## src/rtl/rast_pkg.sv

```systemverilog
// Shared rasterizer types and sizing for the hit merge path.
package rast_pkg;

   localparam int SIGFIG     = 24;
   localparam int RADIX      = 10;
   localparam int AXIS       = 3;
   localparam int COLORS     = 3;
   localparam int FIFO_DEPTH = 8;
   localparam int SKID       = 2;

   localparam int ADDR_W = $clog2(FIFO_DEPTH);
   localparam int PTR_W  = ADDR_W + 1;

   localparam logic LANE0 = 1'b0;
   localparam logic LANE1 = 1'b1;

   typedef logic [AXIS-1:0][SIGFIG-1:0]   pos_t;
   typedef logic [COLORS-1:0][SIGFIG-1:0] color_t;

   typedef struct packed {
      pos_t   pos;
      color_t color;
   } hit_t;

endpackage

```

## src/rtl/hit_lane_fifo.sv

```systemverilog
// Per-lane hit FIFO with a registered upstream halt that leaves SKID free slots.
module hit_lane_fifo
   import rast_pkg::*;
(
   input  logic clk,
   input  logic rst,
   input  logic push,
   input  hit_t din,
   input  logic pop,
   output hit_t head,
   output logic empty,
   output logic halt,
   output logic overflow
);

   localparam logic [PTR_W-1:0] DEPTH_LEVEL = PTR_W'(FIFO_DEPTH);
   localparam logic [PTR_W-1:0] HALT_LEVEL  = PTR_W'(FIFO_DEPTH - SKID);

   logic [PTR_W-1:0] wr_ptr;
   logic [PTR_W-1:0] rd_ptr;
   logic [PTR_W-1:0] count;
   logic [PTR_W-1:0] count_next;
   logic             full;
   logic             pop_ok;
   logic             push_ok;
   hit_t             mem [FIFO_DEPTH];

   // A pop in the same cycle frees the slot, so a push into a full FIFO is still taken.
   always_comb begin
      count      = wr_ptr - rd_ptr;
      full       = (count == DEPTH_LEVEL);
      empty      = (count == '0);
      pop_ok     = pop && !empty;
      push_ok    = push && (!full || pop_ok);
      overflow   = push && !push_ok;
      count_next = count + PTR_W'(push_ok) - PTR_W'(pop_ok);
   end

   always_ff @(posedge clk or negedge rst) begin
      if (!rst) begin
         wr_ptr <= '0;
         rd_ptr <= '0;
         halt   <= 1'b0;
      end else begin
         if (push_ok) wr_ptr <= wr_ptr + 1'b1;
         if (pop_ok)  rd_ptr <= rd_ptr + 1'b1;
         halt <= (count_next >= HALT_LEVEL);
      end
   end

   always_ff @(posedge clk) begin
      if (push_ok) mem[wr_ptr[ADDR_W-1:0]] <= din;
   end

   assign head = mem[rd_ptr[ADDR_W-1:0]];

endmodule

```

## src/rtl/hit_stream_merger.sv

```systemverilog
// Merges the two sample-test hit lanes into one round-robin valid/ready stream.
module hit_stream_merger
   import rast_pkg::*;
(
   input  logic        clk,
   input  logic        rst,
   input  pos_t        hit_R18S,
   input  color_t      color_R18U,
   input  logic        hit_valid_R18H,
   input  pos_t        hit_R19S,
   input  color_t      color_R19U,
   input  logic        hit_valid_R19H,
   output logic        halt0_RnnL,
   output logic        halt1_RnnL,
   output pos_t        hit_out_S,
   output color_t      color_out_U,
   output logic        lane_out_H,
   output logic        valid_out_H,
   input  logic        ready_in_H,
   output logic [31:0] merged_count,
   output logic        overflow_H
);

   hit_t in0, in1, head0, head1, winner;
   logic empty0, empty1;
   logic ovf0, ovf1;
   logic pop0, pop1;
   logic load, contended, grant, rr_ptr;

   assign in0 = '{pos: hit_R18S, color: color_R18U};
   assign in1 = '{pos: hit_R19S, color: color_R19U};

   hit_lane_fifo u_fifo0 (
      .clk      (clk),
      .rst      (rst),
      .push     (hit_valid_R18H),
      .din      (in0),
      .pop      (pop0),
      .head     (head0),
      .empty    (empty0),
      .halt     (halt0_RnnL),
      .overflow (ovf0)
   );

   hit_lane_fifo u_fifo1 (
      .clk      (clk),
      .rst      (rst),
      .push     (hit_valid_R19H),
      .din      (in1),
      .pop      (pop1),
      .head     (head1),
      .empty    (empty1),
      .halt     (halt1_RnnL),
      .overflow (ovf1)
   );

   // The round-robin pointer only decides contended grants.
   always_comb begin
      contended = !empty0 && !empty1;
      load      = (!valid_out_H || ready_in_H) && (!empty0 || !empty1);
      grant     = contended ? rr_ptr : (empty0 ? LANE1 : LANE0);
      pop0      = load && (grant == LANE0);
      pop1      = load && (grant == LANE1);
      winner    = (grant == LANE1) ? head1 : head0;
   end

   always_ff @(posedge clk or negedge rst) begin
      if (!rst) begin
         hit_out_S    <= '0;
         color_out_U  <= '0;
         lane_out_H   <= LANE0;
         valid_out_H  <= 1'b0;
         rr_ptr       <= LANE0;
         merged_count <= '0;
         overflow_H   <= 1'b0;
      end else begin
         if (load) begin
            hit_out_S   <= winner.pos;
            color_out_U <= winner.color;
            lane_out_H  <= grant;
            valid_out_H <= 1'b1;
         end else if (ready_in_H) begin
            valid_out_H <= 1'b0;
         end
         if (load && contended) rr_ptr <= ~grant;
         if (valid_out_H && ready_in_H) merged_count <= merged_count + 32'd1;
         if (ovf0 || ovf1) overflow_H <= 1'b1;
      end
   end

endmodule

```

## config.mk

```make
export PLATFORM = sky130hd
export DESIGN_NAME = hit_stream_merger
export DESIGN_NICKNAME = d
export VERILOG_FILES = /design/src/rtl/rast_pkg.sv /design/src/rtl/hit_lane_fifo.sv /design/src/rtl/hit_stream_merger.sv
export SDC_FILE = /design/constraint.sdc
export NUM_CORES = 2
export LEC_CHECK = 0
export CAP_MARGIN = 20
export CORE_UTILIZATION = 64
export DETAILED_ROUTE_END_ITERATION = 8
export GPL_TIMING_DRIVEN = 0
export PLACE_DENSITY = 0.86
export SLEW_MARGIN = 15
export SYNTH_ARGS = -nofsm -noshare
export SYNTH_HDL_FRONTEND = slang
export SYNTH_SLANG_ARGS = --single-unit
```

## constraint.sdc

```tcl
create_clock -name clk -period 44.1 [get_ports clk]
set_input_delay 8.82 -clock clk [delete_from_list [all_inputs] [get_ports clk]]
set_output_delay 8.82 -clock clk [all_outputs]
set_load 0.05 [all_outputs]
```

# ---- After elaboration in Yosys (flattened, before gate mapping)
# Memories as Yosys holds them, arrays and structs flattened.
# Index checks and enable logic that the tools add are counted.
dict set report word_totals {
  input_bits 293
  mem_bits_rw 2304
  output_inout_bits 181
  ff_bits 198
  word_cells 71
  rom_bits 0
  n_memories 2
  latch_bits 0
}
# name words width read_ports rd_clocked_by_memory_dff wr line
set memory_table {}
lappend memory_table {u_fifo0.mem 8 144 1 0 1 hit_lane_fifo.sv:26} ;# hit_t mem [FIFO_DEPTH];
lappend memory_table {u_fifo1.mem 8 144 1 0 1 hit_lane_fifo.sv:26}
dict set report op_classes {
  bitwise_logic 1
  n_eq_ne 2
  mul 0
  order_cmp 2
  mux 9
  shifts 0
  div_mod_pow 0
  add_sub_neg 11
  reduce_logical 27
}
# op n
set ops {}
lappend ops {{$mux W144} 1}
lappend ops {{$add A32 B1 Y32 const B} 1}
lappend ops {{$add A4 B1 Y4 const B} 4}
lappend ops {{$logic_and A1 B1 Y1} 12}
lappend ops {{$add A4 B1 Y4} 2}
lappend ops {{$eq A4 B4 Y1 const B} 2}
lappend ops {{$ge A4 B3 Y1 const B} 2}
lappend ops {{$logic_not A4 Y1} 2}
lappend ops {{$mux W1} 8}
lappend ops {{$sub A4 B1 Y4} 2}
lappend ops {{$sub A4 B4 Y4} 2}
lappend ops {{$logic_not A1 Y1} 7}
lappend ops {{$logic_or A1 B1 Y1} 5}
lappend ops {{$reduce_bool A2 Y1} 1}
lappend ops {{$not A1 Y1} 1}

# ---- Longest topological paths before layout
dict set report depth {
  depth_word 13
  ltp_mapped 19
  ltp_nobuf 17
}

# ---- Hierarchy
# Synthesis repeated with hierarchy kept, for this count alone.
dict set report hier_totals {
  cells_unflattened 4846
  area_unflattened_um2 95461.6
}
# mod cells_per_inst seq_area_each_um2 instances area_each_um2
set modules_own_cells {}
lappend modules_own_cells {{hit_lane_fifo at u_fifo1} 2042 34818.4 1 43922.1}
lappend modules_own_cells {{hit_lane_fifo at u_fifo0} 2041 34818.4 1 43915.9}
lappend modules_own_cells {hit_stream_merger 763 4504.3 1 7623.6}

# ---- Least setup slack after synthesis
# No wires, ideal clock.
dict set report synth_timing {
  kind {input -> register}
  startpoint {in ready_in_H}
  endpoint {mem u_fifo0.mem[2][0] in the netlist's numbering, enable pin}
  setup_ns 1.051
  arrival_time_ns 24.124
  cell_stages 5
  n_path_buf 0
  setup_slack_ns 18.925
  required_time_ns 43.049
  cell_sequence {nor2b_1 a211o_4 clkinv_1 o21ai_2 nor4b_1}
}
dict set report synth_between {
  elab_chain_cells 8
}
# item line
set synth_lines {}
lappend synth_lines {{from (decl)} hit_stream_merger.sv:19} ;# input logic ready_in_H,
lappend synth_lines {{$logic_or A1 B1 Y1} hit_stream_merger.sv:60} ;# load = (!valid_out_H || ready_in_H) && (!empty0 || !empty1);
lappend synth_lines {{$logic_and A1 B1 Y1} hit_stream_merger.sv:60}
lappend synth_lines {{$logic_and A1 B1 Y1} hit_stream_merger.sv:62} ;# pop0 = load && (grant == LANE0);
lappend synth_lines {{$logic_and A1 B1 Y1} hit_lane_fifo.sv:33} ;# pop_ok = pop && !empty;
lappend synth_lines {{net u_fifo0.pop_ok} hit_lane_fifo.sv:24} ;# logic pop_ok;
lappend synth_lines {{$logic_or A1 B1 Y1} hit_lane_fifo.sv:34} ;# push_ok = push && (!full || pop_ok);
lappend synth_lines {{$logic_and A1 B1 Y1} hit_lane_fifo.sv:34}
lappend synth_lines {{$mux W1} hit_lane_fifo.sv:52} ;# if (push_ok) mem[wr_ptr[ADDR_W-1:0]] <= din;
lappend synth_lines {{$mux W1 (not written as such)} hit_lane_fifo.sv:52}
lappend synth_lines {{to (decl)} hit_lane_fifo.sv:26}
# The timed path passes the listed nets, and every way through them passes these cells.

# ---- Worst setup path in the final report
dict set report layout_timing {
  startpoint {in ready_in_H}
  endpoint {mem u_fifo1.mem[2][97] in the netlist's numbering, enable pin}
}
dict set report layout_between {
  elab_chain_cells 8
}
# item line
set layout_lines {}
lappend layout_lines {{$logic_or A1 B1 Y1} hit_stream_merger.sv:60}
lappend layout_lines {{$logic_and A1 B1 Y1} hit_stream_merger.sv:60}
lappend layout_lines {{$logic_and A1 B1 Y1} hit_stream_merger.sv:63} ;# pop1 = load && (grant == LANE1);
lappend layout_lines {{$logic_and A1 B1 Y1} hit_lane_fifo.sv:33}
lappend layout_lines {{net u_fifo1.pop_ok} hit_lane_fifo.sv:24}
lappend layout_lines {{$logic_or A1 B1 Y1} hit_lane_fifo.sv:34}
lappend layout_lines {{$logic_and A1 B1 Y1} hit_lane_fifo.sv:34}
lappend layout_lines {{$mux W1} hit_lane_fifo.sv:52}
lappend layout_lines {{$mux W1 (not written as such)} hit_lane_fifo.sv:52}
lappend layout_lines {{to (decl)} hit_lane_fifo.sv:26}
# The timed path passes the listed nets, and every way through them passes these cells.

==> run metrics <==
min-delay src overflow_H; number of synthesized register bits 2502; EDFF count, synth 2304; share of cells above drive strength 1 0.228; final hold slack 0.480 ns; Cell Area, Synth 0.0949 mm^2; initial antenna violation count 88; clock buffer depth 3; Residual DRC 0; Syn Nets 4736; Min-Delay Endpoint overflow_H; Synth cell types 47; ANT nets after route 0; worst-path fanout max 8; DIE WIDTH 387 um; Port Buffers 473; Rows 140; hold path depth 2; Critical Path RT 44.65 ns; Fin Setup TNS 0 ns; Starting DRT DRC Count 7604; clk_lat worst skew 0.88 ns; syn avg cell area 21.5 um^2; fmax 78.2 MHz; core area 0.146 mm^2; H-tree level count 4; cts repair resizes 0; Main synth FF type edfxtp_1; slew margin rel. 0.227; CP startpoint kind primary input; gr usage total 0.352; switching share of power 0.349; fin crit period 12.79 ns; reg2reg end u_fifo1.mem[2][97]; CP endpoint kind flop; Final Hold Fails 0; P_sw 0.00281 W; maximum vdd drop 0.0513 mV; Clk pwr share 0.249; count of final max-slew check failures 0; WP data arrival 13.34 ns; global-route wire length before repair 374 mm; GRT overflow 0; unrepaired setup endpoints after global routing no; CTS tree yes; Reg power frac 0.400; final setup vio count 0; worst-path cell chain clkdlybuf4s50_1, nand2b_1, o211ai_2, inv_2, o21ai_2, nor4b_2, buf_2, buf_4, buf_4, buf_4, buf_2, buf_2, buf_4, buf_2, buf_4, buf_2; Yosys warnings 0; Max-Cap Viols 0; Critical Path Start ready_in_H; Initial Utilization 0.648; Worst-path clk slew 0.06 ns; DIE AREA 0.150 mm^2; number of clock sinks 2502; root buf cell clkbuf_16; worst path bufs/invs 12; Via Count 52892; Slew @ Worst Pin 1.16 ns; post-CTS setup buffers 0; hold_buf cts 0; fin crit share 0.290; clock buffer count from CTS 231; total power 0.00806 W; Power Density 71.3 mW/mm^2; Reg-to-Reg Start u_fifo1.rd_ptr[1]; FFs w/ async S/R, synth 0.0791; Comb pwr share 0.352; Post-Route Skew 0.0519 ns; Syn-to-layout area delta 19.2%; Post-Synthesis Cells 4416; largest net degree at the start of global routing 90; vias per cell 6.90; hpwl dp 170 mm; Routed WL 264 mm; status finished, final reports clean; FF-to-FF path depth 24; slowest stage cell, crit path nor4b_2; I/O Pins 474; Crit Path Category primary input to flop; routability cong. 0.818; min-delay worst type flop to flop; WL/cell 34.4 um; flop2flop setup slack 36.32 ns; total iterations of the first detailed-routing run 8; Int Power 0.00525 W; CP top delay family buffers and inverters; vias in the first global route 54131; Seq/Total Area, Yosys 0.781; Pleak 39.0 nW; die height 387 um; Final nets 5815; Worst path max stage delay 0.76 ns
[final cells by class]
cell class / count / area (um^2)
Tap cell: 1917 / 2400
Clock inverter: 103 / 1050
Inverter: 20 / 75.1
Buffer: 247 / 1200
Antenna cell: 48 / 120
Multi-Input combinational cell: 1647 / 19600
Clock buffer: 340 / 6570
Timing Repair Buffer: 846 / 7940
Fill cell: 7241 / 33400
Sequential cell: 2502 / 74100
[through the flow]
stage	util	instances	area (um^2)	setup WS, ns
floorplan	-	4416	94900	18.93
global placement	0.697	6806	102000	1.85
detailed placement	0.719	7178	105000	30.48
CTS	0.771	7621	113000	31.41
global route	0.772	7650	113000	31.13
finish	0.772	7670	113000	31.31
[power groups by stage]
stage | logic (W) | clock network, W | registers [W]
after floorplan | 0.00146 | 0 | 0.00358
after global placement | 0.00252 | 0 | 0.00354
after detailed placement | 0.00274 | 0 | 0.00324
after CTS | 0.00281 | 0.00201 | 0.00321
after global routing | 0.00294 | 0.00210 | 0.00324
final | 0.00284 | 0.00200 | 0.00322
[cells by family after synthesis]
group	after synthesis	share of synthesized area
AO/OA/AOI/OAI	310	0.0302
AND/OR/NAND/NOR	387	0.0175
XOR/XNOR	56	0.00517
buffers and inverters	267	0.0134
multiplexers	867	0.148
flip-flops	2502	0.781
adder cells (fa/ha/maj)	27	0.00388
[how the worst max path moves through the flow]
stage | endpoint | cells after the start
after floorplan | u_fifo0.mem[2][0] | 5
after global placement | u_fifo1.mem[2][96] | 6
after detailed placement | u_fifo1.mem[2][97] | 16
after CTS | u_fifo1.mem[2][97] | 16
after global routing | u_fifo1.mem[2][97] | 16
final | u_fifo1.mem[2][97] | 16
[cells in the mapped netlist (7+ instances only)]
cell,n,share of area
a221o_1,144,0.015
and4_1,7,0.00065
buf_1,21,0.00083
buf_2,83,0.0044
buf_4,18,0.0014
buf_6,13,0.0015
clkbuf_1,112,0.0044
dfrtp_1,198,0.052
edfxtp_1,2304,0.73
ha_1,23,0.0030
inv_1,16,0.00063
mux2i_1,432,0.046
mux4_2,432,0.10
nand2_1,166,0.0066
nand3_1,13,0.00069
nand4_1,14,0.00092
nor2_1,147,0.0058
nor3_1,8,0.00042
nor4_1,7,0.00046
o221ai_1,144,0.013
xnor2_1,37,0.0034
xor2_1,19,0.0018
[placed cells by master, fill, tap and decap left out, types with 23 or more instances in the layout]
master | synthesis | routed
edfxtp_1 | 2304 | 2304
clkdlybuf4s50_1 | 0 | 472
mux4_2 | 432 | 432
mux2i_1 | 432 | 432
clkbuf_16 | 0 | 231
buf_4 | 18 | 215
dfrtp_1 | 198 | 198
buf_2 | 83 | 186
clkbuf_1 | 112 | 182
nand2_1 | 166 | 166
nor2_1 | 147 | 146
a221o_1 | 144 | 144
o221ai_1 | 144 | 144
buf_6 | 13 | 59
diode_2 | 0 | 48
clkinv_2 | 0 | 43
clkbuf_8 | 0 | 38
xnor2_1 | 37 | 37
clkinv_1 | 1 | 23
ha_1 | 23 | 23
[tightest hold or removal path: cells and delay by family, from the launching register on]
kind,cells,cell delay [ns]
AND/OR/NAND/NOR,1,0.06
AO/OA/AOI/OAI,1,0.05
flip-flops,1,0.34
[sequential cells by signal, summed over array words and instances, names as in the netlist]
name,count
color_out_U,72
hit_out_S,72
lane_out_H,1
merged_count,32
overflow_H,1
rr_ptr,1
u_fifo0.halt,1
u_fifo0.mem,1152
u_fifo0.rd_ptr,4
u_fifo0.wr_ptr,4
u_fifo1.halt,1
u_fifo1.mem,1152
u_fifo1.rd_ptr,4
u_fifo1.wr_ptr,4
valid_out_H,1
[metal layers]
metal  global-route usage  wire (um)  share of wire
met1                0.436      86900           0.33
met2                0.570     131000           0.50
met3                0.100      32000           0.12
met4                0.184      13600          0.052
met5                    0        454         0.0017
Power figures use the tool's default switching activity.
